[src/rtl/mors_to_num.sv]
// Serial Morse receiver: measures mark/space runs on a one-unit-per-clock line
// and turns each five-element digit character into a digit strobe or an error strobe.
module mors_to_num #(
  parameter int DASH_LEN = 3,
  parameter int GAP_LEN  = 3
) (
  input  logic       clk,
  input  logic       rst,
  input  logic       mors,
  output logic [3:0] digit,
  output logic       digit_valid,
  output logic       sym_err
);

  typedef enum logic [1:0] {
    IDLE  = 2'd0,
    MARK  = 2'd1,
    SPACE = 2'd2
  } state_e;

  localparam logic [2:0] DASH_CNT = 3'(DASH_LEN);
  localparam logic [2:0] GAP_CNT  = 3'(GAP_LEN);

  state_e     state_q, state_d;
  logic [4:0] shreg_q, shreg_d;
  logic [2:0] elem_cnt_q, elem_cnt_d;
  logic [2:0] mark_cnt_q, mark_cnt_d;
  logic [2:0] space_cnt_q, space_cnt_d;
  logic       bad_q, bad_d;
  logic [3:0] digit_q, digit_d;
  logic       digit_valid_q, digit_valid_d;
  logic       sym_err_q, sym_err_d;

  logic [3:0] dec_digit;
  logic       dec_ok;

  // Element pattern, first arrival in bit 4, mapped to the digit it encodes.
  always_comb begin
    dec_digit = 4'd0;
    dec_ok    = 1'b1;
    case (shreg_q)
      5'b01111: dec_digit = 4'd1;
      5'b00111: dec_digit = 4'd2;
      5'b00011: dec_digit = 4'd3;
      5'b00001: dec_digit = 4'd4;
      5'b00000: dec_digit = 4'd5;
      5'b10000: dec_digit = 4'd6;
      5'b11000: dec_digit = 4'd7;
      5'b11100: dec_digit = 4'd8;
      5'b11110: dec_digit = 4'd9;
      5'b11111: dec_digit = 4'd0;
      default:  dec_ok    = 1'b0;
    endcase
  end

  always_comb begin
    state_d       = state_q;
    shreg_d       = shreg_q;
    elem_cnt_d    = elem_cnt_q;
    mark_cnt_d    = mark_cnt_q;
    space_cnt_d   = space_cnt_q;
    bad_d         = bad_q;
    digit_d       = digit_q;
    digit_valid_d = 1'b0;
    sym_err_d     = 1'b0;

    case (state_q)
      IDLE: begin
        if (mors) begin
          state_d    = MARK;
          mark_cnt_d = 3'd1;
        end
      end

      MARK: begin
        if (mors) begin
          if (mark_cnt_q != 3'd7) mark_cnt_d = mark_cnt_q + 3'd1;
        end else begin
          if (mark_cnt_q == 3'd1) begin
            shreg_d = {shreg_q[3:0], 1'b0};
          end else if (mark_cnt_q == DASH_CNT) begin
            shreg_d = {shreg_q[3:0], 1'b1};
          end else begin
            bad_d = 1'b1;
          end
          if (elem_cnt_q != 3'd6) elem_cnt_d = elem_cnt_q + 3'd1;
          // A sixth element can never form a legal digit.
          if (elem_cnt_q >= 3'd5) bad_d = 1'b1;
          mark_cnt_d  = 3'd0;
          space_cnt_d = 3'd1;
          state_d     = SPACE;
        end
      end

      SPACE: begin
        if (mors) begin
          state_d     = MARK;
          mark_cnt_d  = 3'd1;
          space_cnt_d = 3'd0;
        end else if (space_cnt_q == GAP_CNT - 3'd1) begin
          // This zero completes the character gap: decide and start over.
          if ((elem_cnt_q == 3'd5) && !bad_q && dec_ok) begin
            digit_valid_d = 1'b1;
            digit_d       = dec_digit;
          end else begin
            sym_err_d = 1'b1;
          end
          shreg_d     = 5'd0;
          elem_cnt_d  = 3'd0;
          bad_d       = 1'b0;
          space_cnt_d = 3'd0;
          state_d     = IDLE;
        end else begin
          space_cnt_d = space_cnt_q + 3'd1;
        end
      end

      default: state_d = IDLE;
    endcase
  end

  always_ff @(posedge clk) begin
    if (rst) begin
      state_q       <= IDLE;
      shreg_q       <= 5'd0;
      elem_cnt_q    <= 3'd0;
      mark_cnt_q    <= 3'd0;
      space_cnt_q   <= 3'd0;
      bad_q         <= 1'b0;
      digit_q       <= 4'd0;
      digit_valid_q <= 1'b0;
      sym_err_q     <= 1'b0;
    end else begin
      state_q       <= state_d;
      shreg_q       <= shreg_d;
      elem_cnt_q    <= elem_cnt_d;
      mark_cnt_q    <= mark_cnt_d;
      space_cnt_q   <= space_cnt_d;
      bad_q         <= bad_d;
      digit_q       <= digit_d;
      digit_valid_q <= digit_valid_d;
      sym_err_q     <= sym_err_d;
    end
  end

  assign digit       = digit_q;
  assign digit_valid = digit_valid_q;
  assign sym_err     = sym_err_q;

endmodule

[config.mk]
export PLATFORM = sky130hd
export DESIGN_NAME = mors_to_num
export DESIGN_NICKNAME = d
export VERILOG_FILES = /design/src/rtl/mors_to_num.sv
export SDC_FILE = /design/constraint.sdc
export NUM_CORES = 1
export LEC_CHECK = 0
export CAP_MARGIN = 20
export CORE_ASPECT_RATIO = 1.2
export CORE_UTILIZATION = 30
export CTS_BUF_LIST = sky130_fd_sc_hd__clkbuf_16
export CTS_CLUSTER_DIAMETER = 80
export CTS_CLUSTER_SIZE = 16
export DETAILED_ROUTE_END_ITERATION = 8
export PLACE_DENSITY = 0.58
export SYNTH_ARGS = -nofsm -noshare
export SYNTH_HDL_FRONTEND = slang
export SYNTH_SLANG_ARGS = --single-unit
[constraint.sdc]
create_clock -name clk -period 2.3 [get_ports clk]
set_input_delay 0.46 -clock clk [delete_from_list [all_inputs] [get_ports clk]]
set_output_delay 0.46 -clock clk [all_outputs]
set_load 0.02 [all_outputs]
**After elaboration in Yosys (flattened, before gate mapping)**

Index checks and enable logic that the tools add are counted.

- Flip-flop bits (word level): 23
- Output and inout port bits: 6

- Equality and inequality tests: 28
- Multiplexer cells: 35
- Magnitude comparators: 1
- Bitwise logic cells: 3
- Reduce and logical (&&, ||, !) cells: 17
- Add/sub/neg operators: 3

Operators with widths:

| operator | number |
|---|---|
| case mux 4 bit (9 select lines) | 1 |
| 2-to-1 mux 3 bit | 10 |
| equality test 5 bit, second input constant | 5 |
| 2-to-1 mux 5 bit | 5 |
| inequality test 3 bit, second input constant | 7 |
| case mux 3 bit (2 select lines) | 3 |
| inequality test 2 bit, second input constant | 5 |
| case mux 5 bit (2 select lines) | 1 |
| AND reduction 5 bit | 2 |
| OR reduction 10 bit | 1 |
| adder 3 x 1 -> 3 bit, second input constant | 3 |
| 2-to-1 mux 1 bit | 9 |
| 2-to-1 mux 2 bit | 4 |
| equality test 3 x 2 -> 1 bit, second input constant | 2 |
| case mux 2 bit (3 select lines) | 1 |
| AND reduction 3 bit | 2 |
| AND reduction 6 bit | 1 |
| equality test 5 x 1 -> 1 bit, second input constant | 1 |
| equality test 5 x 2 -> 1 bit, second input constant | 1 |
| equality test 5 x 3 -> 1 bit, second input constant | 1 |
| equality test 5 x 4 -> 1 bit, second input constant | 1 |
| logical NOT 5 bit | 1 |
| AND reduction 4 bit | 1 |
| nonzero test 2 bit | 2 |
| 14 further kinds | 17 |

**Logic depth before layout (Yosys ltp)**

Gate-level depths: netlist of the first run.

- Word-level depth: 6
- Mapped depth: 6

**Worst setup path after synthesis of the first run**

No wires, ideal clock.

- Path type: flip-flop to flip-flop
- Start point: register space_cnt_q[1]
- End point: register shreg_q[0]
- Arrival: 1649 ps
- Setup slack: 530 ps
- Cell stages (with the launch flop): 6
- Data required time: 2179 ps
- Path through: dfxtp_1 -> or3b_4 -> o21ba_1 -> buf_6 -> nor2_1 -> mux2_2

- Longest elaborated chain between the ends: 3

Ends and longest elaborated chain:

| item | RTL line | text |
|---|---|---|
| start: declaration | 28 | `logic [2:0] space_cnt_q, space_cnt_d;` |
| start signal: assignment | 138 | `space_cnt_q <= space_cnt_d;` |
| equality test 3 x 2 -> 1 bit | 100 | `end else if (space_cnt_q == GAP_CNT - 3'd1) begin` |
| inequality test 2 bit (no line) | -- |  |
| AND reduction 5 bit (no line) | -- |  |
| end signal: assignment | 135 | `shreg_q <= shreg_d;` |
| end: declaration | 25 | `logic [4:0] shreg_q, shreg_d;` |

Every way passes these cells.
A chain may end at the register's enable or synchronous reset.

**Worst setup path after layout of the first run**

- Start point: register state_q[0]
- End point: register shreg_q[0]

- Longest elaborated chain between the ends: 3
- Elaborated cells on any way between the ends: 9
- Those cells by class: eq/ne: 6; mux: 1; reduce/logical: 2

Ends and longest elaborated chain:

| item | RTL line | text |
|---|---|---|
| start: declaration | 24 | `state_e state_q, state_d;` |
| start signal: assignment | 134 | `state_q <= state_d;` |
| equality test 2 x 1 -> 1 bit or equality test 2 bit (tied branches) | 67 | `case (state_q)` |
| inequality test 3 bit (no line), or another cell as far along | -- |  |
| AND reduction 5 bit (no line) | -- |  |

Several ways; a longest one is shown, not always the timed one.

==> results of run 1 <==
## final cells by class
| cell class | instances | share of cell area |
|---|---|---|
| clock buffer | 3 | 0.0489 |
| clock inverter | 1 | 0.00326 |
| inverter | 8 | 0.0196 |
| multi-input combinational | 114 | 0.516 |
| sequential | 23 | 0.300 |
| tap | 56 | 0.0456 |
| timing repair buffer | 11 | 0.0668 |
## logic make-up after synthesis
kind of cell | Yosys count | share of synthesized area
simple gates | 58 | 0.250
compound gates | 36 | 0.184
flops | 23 | 0.347
buf+inv | 17 | 0.0557
mux | 10 | 0.0774
fa+ha+maj | 7 | 0.0660
xor+xnor | 3 | 0.0198
## power by group through the flow
stage / combinational [mW] / clock (mW) / sequential (mW)
floorplan: 0.0560 / 0 / 0.424
global placement: 0.0669 / 0 / 0.430
detailed placement: 0.0701 / 0 / 0.430
CTS: 0.0705 / 0.391 / 0.421
global route: 0.0776 / 0.406 / 0.423
finish: 0.0701 / 0.378 / 0.422
## path summary, 6_finish.rpt
| kind | start | end | slack [ps] | depth (start not counted) |
|---|---|---|---|---|
| setup reg to reg | state_q[0] | shreg_q[0] | 270 | 4 |
| setup / recovery | state_q[0] | shreg_q[0] | 270 | 4 |
| hold reg to reg | digit[1] | digit[1] | 460 | 2 |
| hold / removal | digit[1] | digit[1] | 460 | 2 |
## per-layer routing
layer	GRT usage	vias up
met5	0	-
met4	0.0310	0
met3	0.0197	2
met2	0.238	16
met1	0.138	524
li1	-	560
## per-stage QoR
stage / utilization / total power, mW / std cells / setup WS, ps / hold slack [ps]
floorplan: - / 0.480 / 154 / 530 / 432
global placement: 0.341 / 0.496 / 212 / 173 / 445
detailed placement: 0.341 / 0.500 / 212 / 138 / 456
CTS: 0.360 / 0.883 / 216 / 277 / 465
global route: 0.360 / 0.907 / 216 / 138 / 489
finish: 0.360 / 0.869 / 216 / 272 / 460
## worst max-delay path, stage by stage, from the launching register on
cell	delay (ps)
dfxtp_1	610
nor2b_1	290
o21ba_1	290
nor2_1	350
mux2_2	380
## cell usage after synthesis, drive strengths merged, types with 4 or more instances
cell and instances:
a21oi 9, clkbuf 6, dfxtp 23, ha 7, inv 7, mux2i 8, nand2 11, nand2b 4
nor2 9, nor2b 10, nor3 4, nor3b 5, o21ai 5
## state kept, by name, summed over array words and instances (netlist names)
signal,count
sym_err,1
elem_cnt_q,3
mark_cnt_q,3
space_cnt_q,3
bad_q,1
digit_valid,1
shreg_q,5
digit,4
state_q,2
## cells in the final DEF, fill, tap and decap left out, drive strengths merged, types with 3 or more instances in the layout
cell           synthesis  layout
dfxtp                 23      23
nor3                   4       4
nand2                 11      11
o31ai                  3       3
buf                    3       3
clkbuf                 6       3
clkdlybuf4s50          0       8
a21oi                  9       9
o21ai                  5       5
nand2b                 4       4
nor2b                 10      10
nor2                   9       9
ha                     7       7
mux2i                  8       8
o22ai                  3       3
inv                    7       7
nor3b                  5       5
==> results.txt, run 1 <==
fin crit period - 2030 ps
final setup TNS - 0 ps
relative slew slack - 0.662
period utilization - 0.882
setup bufs post-CTS - 0
cts bufs inserted - 3
# diodes - 0
placed cell area - 1460 um^2
vias per cell - 5.10
Static Leak - 0.593 nW
H-tree depth - 1
largest net degree at the start of global routing - 16
routed length per instance - 12.7 um
clock buffer depth - 2
Filler cells - 433
number of synthesized flops with an enable pin - 0
largest cells by area after synthesis - dfxtp_1, ha_1, mux2i_1
CP Capture Type - flip-flop
Core Footprint - 4260 um^2
Final Max Tran Viols - 0
routed wl met2 - 1410 um
Hold Crit Class - reg2reg
Die Span Y - 74.8 um
Pint - 0.672 mW
vias post-DR - 1102
CTS sink cnt - 23
CTS root buffer - clkbuf_16
Flop pwr share - 0.485
Worst VDD drop - 0.000267 V
WL met1 - 1260 um
DRC - 0
Worst setup SP type - flip-flop
vias in the first global route - 1001
NumNets Final - 171
Initial Util - 0.311
CTS tree - done
worst skew pair latency - 250 ps
Least-Margin Pin Slew - 499 ps
Reg area - 460 um^2
layout cell share with drive strength beyond 1 - 0.0750
Clock Pin Slew Worst Setup and Hold Paths - 60 ps
Die ar. - 4690 um^2
IO buf count - 8
Routed met3 length - 59 um
outcome - finished, final reports clean
Clock power frac - 0.435
RSZ-0062 raised after global routing - false
antenna violations before repair - 0
syn_nets - 164
cell accounting for the most synthesized area - dfxtp_1
Pre-antenna DRT Iters - 4
CP arrival - 2170 ps
Avg Inst Size Synth - 8.61 um^2
Seq/Total Area, Yosys - 0.347
Logic pwr share - 0.081
Hold Vio Cnt, Final - 0
Required @ worst endpoint - 2440 ps
fin area - 1540 um^2
total track usage - 0.122
Synth Instances - 154
share of the synthesized area in the top cell type - 0.347
global route overflow - 0
Final Skew - 1.39 ps
Sw Ratio - 0.227
pwr/cell area - 566 nW/um^2
critical setup path kind - reg2reg
Max Freq - 0.493 GHz
Total Routed Length - 2750 um
synthesis-to-layout area growth - 15.8%
post-synth cell types - 46
post-route ant nets - 0
highest routed layer - met4
Max-Cap Viols - 0
Synth async-reset ratio - 0
row count - 26
DPL Wire Length - 2030 um
Worst Path Max Fanout - 14
first-pass GRT wire length - 4520 um
die width - 62.7 um
synthesized flop and latch total - 23
post_cts resized - 0
Ports - 9
ys flop type - dfxtp_1
initial drt markers - 41
Switch Pwr - 0.197 mW
multi-input logic area - 792 um^2
RD Place Congestion - 0.779
final setup fails - 0
Yosys Warn Count - 0
Hold Buf Count CTS - 0
Mapped Area - 1330 um^2
(Power assumes the default switching activity.)
==> inputs of run 2 (changes only) <==
--- a/config.mk
+++ b/config.mk
@@ -10,7 +10,6 @@
 export CORE_UTILIZATION = 30
 export CTS_BUF_LIST = sky130_fd_sc_hd__clkbuf_16
 export CTS_CLUSTER_DIAMETER = 80
-export CTS_CLUSTER_SIZE = 16
 export DETAILED_ROUTE_END_ITERATION = 8
 export PLACE_DENSITY = 0.58
 export SYNTH_ARGS = -nofsm -noshare
==> constraint.sdc (replaced) <==
create_clock -name clk -period 2.1 [get_ports clk]
set_input_delay 0.42 -clock clk [delete_from_list [all_inputs] [get_ports clk]]
set_output_delay 0.42 -clock clk [all_outputs]
set_load 0.02 [all_outputs]
==> results.txt, run 2 (same netlist as run 1, synthesis figures left out) <==
Static Leak - 0.615 nW (+3.7%)
total track usage - 0.126 (+0.00433)
CTS sink cnt - 23 (unchanged)
first-pass GRT wire length - 4640 um (+2.7%)
NumNets Final - 175 (+2.3%)
Clock Pin Slew Worst Setup and Hold Paths - 60 ps (about the same)
largest net degree at the start of global routing - 14 (-2)
vias post-DR - 1109 (+0.64%)
DPL Wire Length - 2000 um (-1.3%)
RSZ-0062 raised after global routing - false
post_cts resized - 0 (unchanged)
critical setup path kind - reg2reg
Die ar. - 4690 um^2 (unchanged)
setup ws final - 158 ps (-113 ps)
CP Capture Type - flip-flop
die width - 62.7 um (unchanged)
CP cell instances - ha_1, ha_1, o31ai_1, nor2_1, buf_4, a31o_2
CTS root buffer - clkbuf_16
slowest stage delay, CP - 500 ps (-110 ps)
Worst Path Max Fanout - 5 (-9)
worst path buffer plus inverter count - 1 (+1)
Max Freq - 0.515 GHz (+4.5%)
Sw Ratio - 0.227 (about the same)
fin crit period - 1940 ps (-86.8 ps)
Clock power frac - 0.432 (-0.003)
Worst VDD drop - 0.000417 V (+56%)
worst skew pair latency - 250 ps (about the same)
Initial Util - 0.311 (unchanged)
placed cell area - 1490 um^2 (+2.1%)
Least-Margin Pin Slew - 540 ps (+40.3 ps)
Logic pwr share - 0.087 (+0.006)
Hold Vio Cnt, Final - 0 (unchanged)
setup bufs post-CTS - 0 (unchanged)
period utilization - 0.925 (+0.0427)
Total Routed Length - 2680 um (-2.5%)
row count - 26 (unchanged)
pre-CTS WS - 96.7 ps (-40.8 ps)
commonest non-fill, non-tap cell in the layout - dfxtp_1
Ports - 9 (unchanged)
IO buf count - 8 (unchanged)
largest reg by FF count - shreg_q
Flop pwr share - 0.481 (-0.004)
CP top delay family - compound AO/OA/AOI/OAI gates
fin util - 0.367 (+0.00675)
cts bufs inserted - 3 (unchanged)
CP arrival - 2090 ps (-80 ps)
Max-Cap Viols - 0 (unchanged)
antenna violations before repair - 0 (unchanged)
initial drt markers - 39 (-4.9%)
fin cells - 220 (+1.9%)
Switch Pwr - 0.217 mW (+9.7%)
Core Footprint - 4260 um^2 (unchanged)
CTS tree - done
final hold slack - 460 ps (+0.502 ps)
final setup fails - 0 (unchanged)
Die Span Y - 74.8 um (unchanged)
vias in the first global route - 1058 (+5.7%)
fin area - 1560 um^2 (+1.9%)
CP dominant cell by count - ha_1
max reg flops - 5 (unchanged)
Filler cells - 429 (-0.92%)
most frequent cells in the layout - dfxtp_1, nand2_1, nor2b_1, a21oi_1, nor2_1
vias per cell - 5.04 (-1.2%)
DRC - 0 (unchanged)
global route overflow - 0 (unchanged)
clock buffer depth - 2 (unchanged)
relative slew slack - 0.637 (-0.0252)
slowest CP cell - o31ai_1
post-route ant nets - 0 (unchanged)
Hold Crit Class - reg2reg
routed length per instance - 12.2 um (-4.3%)
H-tree depth - 1 (unchanged)
Pint - 0.738 mW (+9.8%)
outcome - finished, final reports clean
Worst setup SP type - flip-flop
Hold Buf Count CTS - 0 (unchanged)
Required @ worst endpoint - 2250 ps (-190 ps)
final setup TNS - 0 ps (unchanged)
pwr/cell area - 610 nW/um^2 (+7.8%)
Final Max Tran Viols - 0 (unchanged)
RD Place Congestion - 0.746 (-4.2%)
placed instance count - 216 (+1.9%)
layout cell share with drive strength beyond 1 - 0.0915 (+0.0165)
Pre-antenna DRT Iters - 6 (+2)
Final Skew - 1.74 ps (+0.349 ps)
synthesis-to-layout area growth - 17.9%
# diodes - 0 (unchanged)
total power - 0.955 mW (+9.8%)
==> run 2: worst paths after layout <==
check | slack, ps | depth (start not counted) | start | endpoint
min reg2reg | 460 | 1 | bad_q | bad_q
max | 160 | 6 | mark_cnt_q[0] | shreg_q[1]
max reg2reg | 160 | 6 | mark_cnt_q[0] | shreg_q[1]
min | 460 | 1 | bad_q | bad_q
==> run 2: routing by layer <==
metal  GRT usage  wire (um)  part of all wire
met1       0.145       1290              0.48
met2       0.227       1310              0.49
met3      0.0318         53             0.020
met4      0.0465         24            0.0090
met5           0          0                 0
==> run 2: area by class of cell <==
type                    count  area [um^2]  area share
clock buffers               3         75.1      0.0480
well taps                  56         70.1      0.0448
flip-flops and latches     23          460       0.294
inverters                   8         30.0      0.0192
clock inverters             1         3.75     0.00240
multi-input cells         114          792       0.506
repair buffers             15          133      0.0848
==> run 2: power by group through the flow <==
stage / combinational, mW / clock (mW) / sequential [mW]
after floorplan: 0.0613 / 0 / 0.464
after global placement: 0.0810 / 0 / 0.468
after detailed placement: 0.0837 / 0 / 0.469
after CTS: 0.0836 / 0.420 / 0.459
after global routing: 0.0928 / 0.443 / 0.461
final: 0.0831 / 0.412 / 0.459
